File: src/rtl/i2c_rx_framer_if.sv
// Byte-stream-in / frame-word-out bundle for the I2C read-path framer.
// Latency: none (wiring only).
// Backpressure: only the output side (out_valid/out_ready); the byte side cannot stall.
interface i2c_rx_framer_if #(
    parameter int NBYTES = 4
);
    logic                  in_valid;
    logic [7:0]            in_data;
    logic                  in_last;
    logic                  in_nack;
    logic                  out_valid;
    logic                  out_ready;
    logic [8*NBYTES-1:0]   out_data;
    logic [2:0]            out_err;
    logic [15:0]           frame_cnt;
    logic [7:0]            drop_cnt;

    // Producer of bytes and consumer of frames (I2C master side + register logic)
    modport master (
        output in_valid, in_data, in_last, in_nack, out_ready,
        input  out_valid, out_data, out_err, frame_cnt, drop_cnt
    );

    // The framer itself
    modport slave (
        input  in_valid, in_data, in_last, in_nack, out_ready,
        output out_valid, out_data, out_err, frame_cnt, drop_cnt
    );
endinterface

File: src/rtl/i2c_rx_framer.sv
// Packs NBYTES read bytes MSB-first into a word and classifies the frame end (ok/short/long/nack/timeout).
// Latency: frame status/data appear in the one-deep output buffer the cycle after the terminating byte/NACK.
// Backpressure: never stalls upstream; a termination with the buffer full and not draining is dropped and counted.
// Optional: define RX_TIMEOUT_EN to build the mid-frame idle watchdog (err 4 after TIMEOUT_CYCLES idle cycles).
module i2c_rx_framer #(
    parameter int NBYTES         = 4,
    parameter int TIMEOUT_CYCLES = 20000
) (
    input  logic            clk,
    input  logic            reset,
    i2c_rx_framer_if.slave  bus
);
    localparam int W  = 8 * NBYTES;
    localparam int IW = $clog2(NBYTES + 1);
    localparam logic [IW-1:0] NB    = IW'(NBYTES);
    localparam logic [IW-1:0] NB_M1 = IW'(NBYTES - 1);

    localparam logic [2:0] ERR_OK      = 3'd0;
    localparam logic [2:0] ERR_SHORT   = 3'd1;
    localparam logic [2:0] ERR_LONG    = 3'd2;
    localparam logic [2:0] ERR_NACK    = 3'd3;
    localparam logic [2:0] ERR_TIMEOUT = 3'd4;

    typedef enum logic [1:0] {IDLE, COLLECT, DISCARD} state_t;

    state_t          state_q, state_d;
    logic [IW-1:0]   idx_q, idx_d;
    logic [W-1:0]    acc_q, acc_d;
    logic [W+7:0]    acc_shift;
    logic            term;
    logic [2:0]      term_err;
    logic [W-1:0]    term_dat;
    logic            timeout_hit;
    logic            load;

    // Accumulator with the incoming byte appended; the top byte falls off the wide vector
    assign acc_shift = {acc_q, bus.in_data};

`ifdef RX_TIMEOUT_EN
    localparam logic [31:0] TO_LIM = 32'(TIMEOUT_CYCLES - 1);
    logic [31:0] wdog_q;

    // Idle watchdog: counts cycles without a byte while a frame is open
    always_ff @(posedge clk) begin
        if (reset || state_q == IDLE || bus.in_valid || term)
            wdog_q <= '0;
        else
            wdog_q <= wdog_q + 32'd1;
    end

    // A byte or NACK in the expiry cycle takes precedence over the timeout
    assign timeout_hit = (state_q != IDLE) && !bus.in_valid && !bus.in_nack && (wdog_q == TO_LIM);
`else
    logic [31:0] unused_timeout;
    assign unused_timeout = 32'(TIMEOUT_CYCLES);
    assign timeout_hit    = 1'b0;
`endif

    // Frame state register
    always_ff @(posedge clk) begin
        if (reset) begin
            state_q <= IDLE;
            idx_q   <= '0;
            acc_q   <= '0;
        end else begin
            state_q <= state_d;
            idx_q   <= idx_d;
            acc_q   <= acc_d;
        end
    end

    // Next-state, byte packing and termination classification; NACK beats a same-cycle byte
    always_comb begin
        state_d  = state_q;
        idx_d    = idx_q;
        acc_d    = acc_q;
        term     = 1'b0;
        term_err = ERR_OK;
        term_dat = '0;
        if (bus.in_nack) begin
            term     = 1'b1;
            term_err = ERR_NACK;
        end else if (bus.in_valid) begin
            if (state_q == DISCARD || idx_q == NB) begin
                // Byte beyond NBYTES: the frame is already too long
                if (bus.in_last) begin
                    term     = 1'b1;
                    term_err = ERR_LONG;
                end else begin
                    state_d = DISCARD;
                end
            end else if (bus.in_last) begin
                term = 1'b1;
                if (idx_q == NB_M1) begin
                    term_err = ERR_OK;
                    term_dat = acc_shift[W-1:0];
                end else begin
                    term_err = ERR_SHORT;
                end
            end else begin
                state_d = COLLECT;
                idx_d   = idx_q + 1'b1;
                acc_d   = acc_shift[W-1:0];
            end
        end else if (timeout_hit) begin
            term     = 1'b1;
            term_err = ERR_TIMEOUT;
        end
        if (term) begin
            state_d = IDLE;
            idx_d   = '0;
            acc_d   = '0;
        end
    end

    // Buffer accepts when empty or being drained this very cycle
    assign load = term && (!bus.out_valid || bus.out_ready);

    // One-deep output buffer with frame and drop counters
    always_ff @(posedge clk) begin
        if (reset) begin
            bus.out_valid <= 1'b0;
            bus.out_data  <= '0;
            bus.out_err   <= ERR_OK;
            bus.frame_cnt <= '0;
            bus.drop_cnt  <= '0;
        end else if (load) begin
            bus.out_valid <= 1'b1;
            bus.out_data  <= term_dat;
            bus.out_err   <= term_err;
            if (term_err == ERR_OK)
                bus.frame_cnt <= bus.frame_cnt + 16'd1;
        end else begin
            if (term && bus.drop_cnt != 8'hFF)
                bus.drop_cnt <= bus.drop_cnt + 8'd1;
            if (bus.out_valid && bus.out_ready)
                bus.out_valid <= 1'b0;
        end
    end
endmodule

File: src/flat_wrapper.sv
// flat-port wrapper written by rule: the top's interface ports become plain ports
module i2c_rx_framer_flat 
#(
    parameter int NBYTES         = 4,
    parameter int TIMEOUT_CYCLES = 20000
)
  (clk, reset, bus_in_valid, bus_in_data, bus_in_last, bus_in_nack, bus_out_ready, bus_out_valid, bus_out_data, bus_out_err, bus_frame_cnt, bus_drop_cnt);
  i2c_rx_framer_if #(.NBYTES(NBYTES)) bus_i ();
  input  logic clk;
  input  logic reset;
  input wire logic [$bits(bus_i.in_valid)-1:0] bus_in_valid;
  input wire logic [$bits(bus_i.in_data)-1:0] bus_in_data;
  input wire logic [$bits(bus_i.in_last)-1:0] bus_in_last;
  input wire logic [$bits(bus_i.in_nack)-1:0] bus_in_nack;
  input wire logic [$bits(bus_i.out_ready)-1:0] bus_out_ready;
  output wire logic [$bits(bus_i.out_valid)-1:0] bus_out_valid;
  output wire logic [$bits(bus_i.out_data)-1:0] bus_out_data;
  output wire logic [$bits(bus_i.out_err)-1:0] bus_out_err;
  output wire logic [$bits(bus_i.frame_cnt)-1:0] bus_frame_cnt;
  output wire logic [$bits(bus_i.drop_cnt)-1:0] bus_drop_cnt;
  assign bus_i.in_valid = bus_in_valid;
  assign bus_i.in_data = bus_in_data;
  assign bus_i.in_last = bus_in_last;
  assign bus_i.in_nack = bus_in_nack;
  assign bus_i.out_ready = bus_out_ready;
  assign bus_out_valid = bus_i.out_valid;
  assign bus_out_data = bus_i.out_data;
  assign bus_out_err = bus_i.out_err;
  assign bus_frame_cnt = bus_i.frame_cnt;
  assign bus_drop_cnt = bus_i.drop_cnt;
  i2c_rx_framer #(.NBYTES(NBYTES), .TIMEOUT_CYCLES(TIMEOUT_CYCLES)) u_core (.clk(clk), .reset(reset), .bus(bus_i));
endmodule
File: config.mk
export PLATFORM = sky130hd
export DESIGN_NAME = i2c_rx_framer_flat
export DESIGN_NICKNAME = d
export VERILOG_FILES = /design/src/rtl/i2c_rx_framer_if.sv /design/src/rtl/i2c_rx_framer.sv /design/src/flat_wrapper.sv
export SDC_FILE = /design/constraint.sdc
export NUM_CORES = 1
export LEC_CHECK = 0
export CORE_MARGIN = 2
export CORE_UTILIZATION = 50
export CTS_CLUSTER_DIAMETER = 50
export CTS_CLUSTER_SIZE = 40
export DETAILED_ROUTE_END_ITERATION = 8
export PLACE_DENSITY = 0.78
export SYNTH_ARGS = -nofsm -noshare
export SYNTH_HDL_FRONTEND = slang
export SYNTH_SLANG_ARGS = --single-unit
File: constraint.sdc
create_clock -name clk -period 4.1 [get_ports clk]
set_input_delay 0.82 -clock clk [delete_from_list [all_inputs] [get_ports clk]]
set_output_delay 0.82 -clock clk [all_outputs]
set_load 0.1 [all_outputs]
==> key figures, run 1 <==
Critical path
  – Worst setup path class: register to output port
  – FF-to-FF Start: u_core.idx_q[0]$_SDFFE_PP0P_
  – Slowest-stage cell, CP: clkdlybuf4s50_1
  – Critical path capture point type: output port
  – Startpoint Class: register
  – Worst Path Arrival: 2.09 ns
  – Worst-path fanout max: 10
  – Largest delay share family, worst path: buffers and inverters
  – Worst r2r path cells: 6
  – Reg2Reg Setup Slack: around 1.6 ns
  – Crit path largest cell delay: about 1.2 ns
  – Crit path buf inv count: 1
  – Critical Path RT: 3.28 ns
  – Crit path cell chain: clkdlybuf4s50_1
  – Reg-to-reg critical path endpoint: u_core.bus.frame_cnt[14]$_SDFFE_PP0P_

STA
  – Post-route setup TNS: 0 ns
  – Final setup vio count: 0
  – Final period util: 0.710
  – Final Hold Vio Count: 0
  – Relative slew slack: 0.338
  – Slew Limit Fails: 0
  – Fin crit period: between 2 and 3 ns
  – Fmax: 0.344 GHz
  – Fin Clk Skew: ~0.012 ns
  – RSZ-0062 raised after global routing: false
  – Actual slew at the worst max-slew pin: 0.991 ns
  – Final Hold Slack: ~0.49 ns

Placement
  – Dpl hpwl: 5.27 mm
  – Cells after DPL: 524
  – Routability cong.: 0.844
  – Placed cell areas: ~4300 sq um
  – Port Buffers: 72

Clocking
  – TritonCTS clock tree: built
  – Hold_buf cts: 0
  – CTS root buf: clkbuf_8
  – CTS H-tree depth: 3
  – Maximum clock path buffer count: 2
  – Setup Buffers After CTS: 0
  – CTS sink count: a little under 90
  – Clock transition at the registers of the reported paths: 0.09 ns
  – Worst-Skew Late Latency: between 0.3 and 0.4 ns
  – PostCTS Resize Cnt: 0
  – Clock buffer count from CTS: 9

Final layout
  – Ant. Diodes: 0
  – Cell area after layout: between 4000 and 5000 sq um
  – Layout area overhead: 28.3%
  – NumNets Final: 458
  – Fill count: 579
  – Share of cells above drive strength 1: 0.0766
  – Final cell count without fillers: 540
  – Final Core Density: 0.665
  – Multi-input gate area: 1660 sq um
  – FF+latch area: between 1500 and 2000 sq um

Route
  – DRC violations left: 0
  – Routed WL: approximately 8.3 mm
  – DRT Pass-1 Iters: 5
  – Post-route ant nets: 0
  – Via count: 3041
  – Vias per cell: approximately 5.6
  – Wire per inst: 15.3 um
  – DR iter-0 viols: 133

Yosys
  – Syn_area_per_cell: around 9.4 sq um
  – Syn_nets: 397
  – Distinct cells, synth: 39
  – Mapped cell area: between 3000 and 4000 sq um
  – Post-Syn Instances: ~380
  – Most area-hungry cell type in the Yosys netlist: dfxtp_1
  – Seq/Total Area, Yosys: 0.498
  – Post-synth top area share: 0.498
  – Yosys Warn Count: 0
  – Top post-synthesis cells by area: dfxtp_1, nor2_1, a32oi_1
  – Yosys reg bits: between 80 and 90

Floorplanning
  – I/O pin count: 74
  – Die ar.: approximately 7800 sq um
  – Die Width: roughly 88 um
  – # rows: 30
  – Core region area: slightly below 7000 sq um
  – Die height: around 90 um
  – Effective utilization at floorplan: 0.518

Power
  – PwrDens: between 300 and 400 nW/um^2
  – Maximum VDD drop: around 210 uV
  – P_leak: 1.52 nW

Run status
  – Status: finished clean

Min path
  – Hold path cells: 2
  – Worst hold start: u_core.bus.out_data[4]$_SDFFE_PP0P_
  – Hold Crit Class: register to register
  – WHS Endpoint: u_core.bus.out_data[4]$_SDFFE_PP0P_

GRT
  – Grt total ovfl: 0
  – Initial antenna violation count: 0
  – Total GRT Usage: 0.215
  – Largest net degree at the start of global routing: 66
  – First-pass GRT wire length: 13.1 mm
  – Vias in the first global route: 2749

Run
  – Max cap viols: 0
==> how the worst max path moves through the flow <==
| stage | start | cells past startpoint | slack (ns) | to |
|---|---|---|---|---|
| after floorplan | u_core.bus.frame_cnt[3]$_SDFFE_PP0P_ | 5 | 1.62 | u_core.bus.frame_cnt[11]$_SDFFE_PP0P_ |
| after global placement | bus_in_nack | 4 | 1.18 | u_core.bus.frame_cnt[15]$_SDFFE_PP0P_ |
| after detailed placement | bus_in_nack | 4 | 1.14 | u_core.bus.frame_cnt[15]$_SDFFE_PP0P_ |
| after CTS | u_core.bus.frame_cnt[2]$_SDFFE_PP0P_ | 1 | 1.20 | bus_frame_cnt[2] |
| after global routing | u_core.bus.frame_cnt[2]$_SDFFE_PP0P_ | 1 | 1.12 | bus_frame_cnt[2] |
| final | u_core.bus.frame_cnt[2]$_SDFFE_PP0P_ | 1 | 1.19 | bus_frame_cnt[2] |
==> cell usage after synthesis <==
master and count:
a211oi_1 3, a21o_1 1, a21oi_1 16, a32oi_1 32, and2_0 1, and2_1 2, and3_1 3, and4_1 2
buf_1 1, buf_2 4, buf_4 1, clkbuf_1 22, conb_1 1, dfxtp_1 88, ha_1 5, inv_1 5
mux2_2 6, mux2i_1 26, nand2_1 10, nand2_2 1, nand2b_1 2, nand3_1 10, nand4_1 6, nor2_1 75
nor2b_1 8, nor3_1 3, nor3b_1 1, nor4_1 5, o2111ai_1 2, o211ai_1 1, o21ai_0 5, o22ai_1 1
o31ai_1 9, o32ai_1 1, or3_1 5, or4_1 9, or4_4 1, xnor2_1 1, xor2_1 3
==> report_power, final <==
group	internal, W	switching [W]	total [W]	leakage [nW]
Sequential	0.000859	0.00000341	0.000862	0.710
Combinational	0.0000332	0.0000844	0.000118	0.697
Clock	0.000344	0.000305	0.000649	0.110
Total	0.00124	0.000393	0.00163	1.52
==> layer usage <==
layer | global-route usage | vias up | wire length (um)
met5 | 0 | - | 0
met4 | 0.0620 | 0 | 81
met3 | 0.0537 | 6 | 444
met2 | 0.342 | 90 | 3970
met1 | 0.291 | 1443 | 3790
li1 | - | 1502 | -
==> final cells by class <==
cell class / instances / area share
Timing Repair Buffer: 78 / 0.167
Sequential cell: 88 / 0.388
Tap cell: 96 / 0.0264
Inverter: 5 / 0.00413
Multi-Input combinational cell: 257 / 0.366
Clock inverter: 7 / 0.0209
Clock buffer: 9 / 0.0273
==> state kept, by name (all words and copies together), names as in the netlist <==
signal                count
u_core.bus.drop_cnt       8
u_core.idx_q              3
u_core.bus.frame_cnt     16
u_core.bus.out_err        2
u_core.state_q            2
u_core.bus.out_valid      1
u_core.acc_q             24
u_core.bus.out_data      32
==> placed cells by master, fill, tap and decap left out, drive strengths merged, types with 7 or more instances in the layout <==
cell / synthesis / layout
nand3: 10 / 10
buf: 6 / 7
nor2: 75 / 75
clkdlybuf4s50: 0 / 71
a21oi: 16 / 16
a32oi: 32 / 32
o31ai: 9 / 9
mux2i: 26 / 26
nor2b: 8 / 8
nand2: 11 / 11
clkbuf: 22 / 9
dfxtp: 88 / 88
or4: 10 / 10
==> metrics by stage <==
step / setup WS [ns] / total power [W]
final: 1.19 / 0.00163
after global routing: 1.12 / 0.00168
after CTS: 1.20 / 0.00164
after detailed placement: 1.14 / 0.000999
after global placement: 1.18 / 0.000998
after floorplan: 1.62 / 0.000963
==> cells by family after synthesis <==
kind of cell / synth area share
AND/OR/NAND/NOR: 0.196
flip-flops: 0.498
AO/OA/AOI/OAI: 0.148
buffers and inverters: 0.0375
multiplexers: 0.0926
adder cells (fa/ha/maj): 0.0177
XOR/XNOR: 0.00990
other: 0.00106
Power figures use the tool's default switching activity.
==> run 2, diff against run 1 <==
==> constraint.sdc (replaced) <==
create_clock -name clk -period 2.7 [get_ports clk]
set_input_delay 0.54 -clock clk [delete_from_list [all_inputs] [get_ports clk]]
set_output_delay 0.54 -clock clk [all_outputs]
set_load 0.1 [all_outputs]
==> key figures, run 2 (same netlist as run 1, synthesis figures left out) <==
STA
  – Final setup vio count: 0
  – Final Hold Slack: 0.497 ns
  – Relative slew slack: 0.642
  – Post-route setup TNS: 0 ns
  – RSZ-0062 raised after global routing: false
  – Worst Setup Slack, final: 0.375 ns
  – Fin Clk Skew: 0.00840 ns
  – Slew Limit Fails: 0
  – Final period util: 0.861
  – Fmax: between 0.4 and 0.5 GHz
  – Fin crit period: between 2 and 2.5 ns
  – Final Hold Vio Count: 0
  – Actual slew at the worst max-slew pin: around 0.54 ns

Critical path
  – Worst Path Arrival: 2.57 ns
  – Worst-path fanout max: 24
  – Critical Path RT: slightly below 3 ns
  – Reg2Reg Setup Slack: 0.37 ns
  – Crit path largest cell delay: roughly 0.39 ns
  – Critical path capture point type: register
  – Worst setup path class: register to register
  – Slowest-stage cell, CP: nor4_1
  – Startpoint Class: register
  – Largest delay share family, worst path: simple AND/OR/NAND/NOR gates
  – Crit path buf inv count: 2
  – Crit path cell chain: inv_1 > ha_1 > and2_0 > or3_1 > buf_4 > nor4_1 > mux2_2

Route
  – DR iter-0 viols: approximately 150
  – Routed WL: a little over 8 mm
  – Via count: between 3k and 4k
  – DRC violations left: 0
  – Post-route ant nets: 0
  – Top Layer Used: met4
  – Wire per inst: ~15 um
  – DR WL met3: about 450 um
  – Met2 WL: ~4.0 mm
  – DRT Pass-1 Iters: 4
  – Routed length on met1: 3.69 mm
  – Vias per cell: roughly 5.7

Clocking
  – PostCTS Resize Cnt: 0
  – Worst-Skew Late Latency: 0.35 ns
  – Clock transition at the registers of the reported paths: roughly 0.08 ns
  – Maximum clock path buffer count: 2
  – Clock buffer count from CTS: 9
  – CTS sink count: a little under 90
  – Setup Buffers After CTS: 0
  – Hold_buf cts: 0
  – CTS H-tree depth: 3
  – CTS root buf: clkbuf_8
  – TritonCTS clock tree: built

Final layout
  – Commonest cells after routing, fill and taps aside: dfxtp_1, nor2_1, buf_4
  – NumNets Final: about 460
  – Layout area overhead: 25.6%
  – Share of cells above drive strength 1: 0.215
  – Largest Register: u_core.bus.out_data
  – Commonest non-fill, non-tap cell in the layout: dfxtp_1
  – Top Registers: u_core.bus.out_data: 32 flops, u_core.acc_q: 24 flops, u_core.bus.frame_cnt: 16 flops
  – Final cell count without fillers: 543
  – Cell area after layout: 4450 sq um
  – Ant. Diodes: 0
  – Max reg flops: 32

GRT
  – Largest net degree at the start of global routing: 34
  – Grt total ovfl: 0
  – Initial antenna violation count: 0
  – First-pass GRT wire length: between 10 and 15 mm
  – Total GRT Usage: 0.220
  – Vias in the first global route: ~2.8k

Placement
  – Pre-CTS setup slack: 0.131 ns
  – Placed cell areas: between 4000 and 5000 sq um
  – Routability cong.: just under 0.9
  – Dpl hpwl: 5.31 mm
  – Port Buffers: 72
  – Cells after DPL: around 530

Floorplanning
  – Effective utilization at floorplan: 0.518
  – Die ar.: just under 8000 sq um
  – I/O pin count: 74
  – # rows: 30
  – Die Width: 88.2 um
  – Die height: 88.2 um
  – Core region area: 6830 sq um

Run
  – Max cap viols: 0

Power
  – P_leak: 1.66 nW
  – Maximum VDD drop: between 300 and 400 uV
  – PwrDens: 566 nW/um^2

Run status
  – Status: finished clean

Min path
  – Hold Crit Class: register to register
==> run 2: cell count changes in the layout (fill, tap and decap cells not counted), sizes merged <==
cell           before  now
buf                 7   70
clkdlybuf4s50      71   12
clkinv              3    0
clkbuf              9   11
==> run 2: where the power goes <==
group / switching (W) / total, W / internal, W
Sequential: 0.00000555 / 0.00131 / 0.00130
Clock: 0.000454 / 0.00102 / 0.000570
Combinational: 0.000130 / 0.000184 / 0.0000538
Total: 0.000589 / 0.00252 / 0.00193
==> run 2: path summary, 6_finish.rpt <==
check,depth (start not counted),start,end
max,7,u_core.idx_q[0]$_SDFFE_PP0P_,u_core.bus.frame_cnt[14]$_SDFFE_PP0P_
min,2,u_core.bus.out_data[30]$_SDFFE_PP0P_,u_core.bus.out_data[30]$_SDFFE_PP0P_
max reg2reg,7,u_core.idx_q[0]$_SDFFE_PP0P_,u_core.bus.frame_cnt[14]$_SDFFE_PP0P_
min reg2reg,2,u_core.bus.out_data[30]$_SDFFE_PP0P_,u_core.bus.out_data[30]$_SDFFE_PP0P_
==> run 2: metal layers <==
metal / up-vias / track usage
met4: 0 / 0.0551
met3: 6 / 0.0603
li1: 1511 / -
met5: - / 0
met1: 1483 / 0.294
met2: 91 / 0.355
==> run 2: layout make-up <==
cell class | instances | area (sq um)
Multi-Input combinational cell | 257 | 1660
Clock buffer | 11 | 151
Fill cell | 591 | 2380
Clock inverter | 4 | 76.3
Tap cell | 96 | 120
Sequential cell | 88 | 1760
Inverter | 5 | 18.8
Timing Repair Buffer | 82 | 656
==> run 2: worst min-delay path, delay by kind of cell (launching register included) <==
| family | cells | cell delay, ns |
|---|---|---|
| AOI/OAI and AO/OA | 1 | 0.06 |
| DFF | 1 | 0.34 |
| and+or+nand+nor | 1 | 0.07 |
==> run 2: through the flow <==
step                      utilization  power [W]
after global placement          0.618    0.00152
final                           0.651    0.00252
after floorplan                     -    0.00146
after global routing            0.651    0.00261
after detailed placement        0.618    0.00152
after CTS                       0.651    0.00254
==> run 3, diff against run 2 <==
--- a/config.mk
+++ b/config.mk
@@ -10,7 +10,9 @@
 export CTS_CLUSTER_DIAMETER = 50
 export CTS_CLUSTER_SIZE = 40
 export DETAILED_ROUTE_END_ITERATION = 8
+export GPL_ROUTABILITY_DRIVEN = 1
 export PLACE_DENSITY = 0.78
+export REMOVE_ABC_BUFFERS = 1
 export SYNTH_ARGS = -nofsm -noshare
 export SYNTH_HDL_FRONTEND = slang
 export SYNTH_SLANG_ARGS = --single-unit
==> key figures, run 3 (same netlist as run 1, synthesis figures left out) <==
Power
  – PwrDens: ~560 nW/um^2
  – Power Internal: roughly 0.0019 W
  – Clk network pwr share: 0.400
  – Switch Pwr: approximately 0.0006 W
  – Comb pwr share: 0.074
  – Net Sw Frac: 0.243
  – Tot Pwr: approximately 0.0025 W
  – Maximum VDD drop: around 360 uV
  – P_leak: approximately 1.7 nW
  – Reg power frac: 0.526

Critical path
  – Crit path cell chain: inv_1 > ha_1 > and2_0 > or3_1 > buf_4 > nor4_1 > mux2_2
  – Worst Path Arrival: ~2.5 ns
  – Startpoint Class: register
  – Largest delay share family, worst path: simple AND/OR/NAND/NOR gates
  – Worst setup path class: register to register
  – Worst-path fanout max: 24
  – Crit path largest cell delay: about 0.38 ns
  – Slowest-stage cell, CP: dfxtp_1
  – Crit path buf inv count: 2
  – Critical Path RT: 2.94 ns
  – Critical path capture point type: register

Clocking
  – Worst-Skew Late Latency: between 0.3 and 0.4 ns
  – Setup Buffers After CTS: 0
  – PostCTS Resize Cnt: 0
  – CTS sink count: 88
  – CTS root buf: clkbuf_8
  – Clock buffer count from CTS: 9
  – TritonCTS clock tree: built
  – CTS H-tree depth: 3
  – Clock transition at the registers of the reported paths: 0.09 ns
  – Hold_buf cts: 0
  – Maximum clock path buffer count: 2

Final layout
  – Layout area overhead: 26.0%
  – Share of cells above drive strength 1: 0.215
  – Ant. Diodes: 0
  – NumNets Final: about 460
  – Commonest cells after routing, fill and taps aside: dfxtp_1, nor2_1, buf_4
  – Largest Register: u_core.bus.out_data
  – Cell area after layout: around 4500 sq um
  – Fill count: between 500 and 600
  – Commonest non-fill, non-tap cell in the layout: dfxtp_1
  – Max reg flops: 32
  – Top Registers: u_core.bus.out_data: 32 flops, u_core.acc_q: 24 flops, u_core.bus.frame_cnt: 16 flops

STA
  – RSZ-0062 raised after global routing: false
  – Slew Limit Fails: 0
  – Post-route setup TNS: 0 ns
  – Relative slew slack: 0.560
  – Actual slew at the worst max-slew pin: 0.660 ns
  – Final period util: 0.831
  – Fin Clk Skew: a little over 0.009 ns
  – Final Hold Vio Count: 0
  – Fin crit period: 2.24 ns
  – Final setup vio count: 0
  – Final Hold Slack: 0.497 ns
  – Fmax: between 0.4 and 0.5 GHz

Floorplanning
  – Die Width: 88.2 um
  – Core region area: slightly below 7000 sq um
  – Die height: about 88 um
  – I/O pin count: 74
  – Effective utilization at floorplan: 0.518
  – # rows: 30
  – Die ar.: a little under 8000 sq um

Route
  – DRT Pass-1 Iters: 4
  – DRC violations left: 0
  – Post-route ant nets: 0
  – Vias per cell: about 5.6
  – Routed WL: around 8 mm
  – Via count: between 3k and 4k
  – DR iter-0 viols: about 120
  – Wire per inst: between 10 and 15 um

GRT
  – Total GRT Usage: 0.214
  – Vias in the first global route: roughly 2.8k
  – Initial antenna violation count: 0
  – First-pass GRT wire length: about 13 mm
  – Grt total ovfl: 0
  – Largest net degree at the start of global routing: 66

Min path
  – Hold Crit Class: register to register

Placement
  – Dpl hpwl: slightly above 5 mm
  – Port Buffers: 72
  – Routability cong.: around 0.76
  – Placed cell areas: 4240 sq um

Run
  – Max cap viols: 0

Run status
  – Status: finished clean
-- run 3: cell types whose count changed in the layout (fill, tap and decap cells not counted), sizes merged --
cell	previous run	this run
clkinv	0	2
clkbuf	11	9
-- run 3: tightest hold or removal path: stages, from the launching register on --
cell and delay, ns:
dfxtp_1 0.34, a32oi_1 0.06, nor2_1 0.07
-- run 3: final timing paths --
kind | slack (ns) | depth (start not counted) | end | startpoint
max | 0.46 | 7 | u_core.bus.frame_cnt[5]$_SDFFE_PP0P_ | u_core.idx_q[0]$_SDFFE_PP0P_
max reg2reg | 0.46 | 7 | u_core.bus.frame_cnt[5]$_SDFFE_PP0P_ | u_core.idx_q[0]$_SDFFE_PP0P_
min reg2reg | 0.50 | 2 | u_core.bus.out_data[23]$_SDFFE_PP0P_ | u_core.bus.out_data[23]$_SDFFE_PP0P_
min | 0.50 | 2 | u_core.bus.out_data[23]$_SDFFE_PP0P_ | u_core.bus.out_data[23]$_SDFFE_PP0P_
-- run 3: metrics by stage --
stage	util	setup WS, ns	cells
2_1_floorplan	-	-2.42	350
3_3_place_gp	0.621	0.188	528
3_5_place_dp	0.621	0.114	528
4_1_cts	0.653	0.467	543
5_1_grt	0.653	0.270	543
6_report	0.653	0.457	543
-- run 3: power groups by stage --
stage	Clock (W)	Sequential [W]	Combinational [W]
after CTS	0.00102	0.00131	0.000185
after global routing	0.00108	0.00131	0.000198
final	0.000995	0.00131	0.000184
after floorplan	0	0.00138	0.0000699
after global placement	0	0.00134	0.000184
after detailed placement	0	0.00134	0.000186
-- run 3: final cells by class --
cell class,count,area (sq um),share of cell area
Inverter,5,18.8,0.00421
Clock inverter,6,93.8,0.0210
Clock buffer,9,124,0.0278
Timing Repair Buffer,82,681,0.153
Tap cell,96,120,0.0269
Sequential cell,88,1760,0.395
Multi-Input combinational cell,257,1660,0.373
-- run 3: layer usage --
metal	global-route usage	vias to the layer above	part of all wire
li1	-	1514	-
met1	0.278	1425	0.45
met2	0.338	72	0.47
met3	0.0716	10	0.063
met4	0.0716	0	0.013
met5	0	-	0
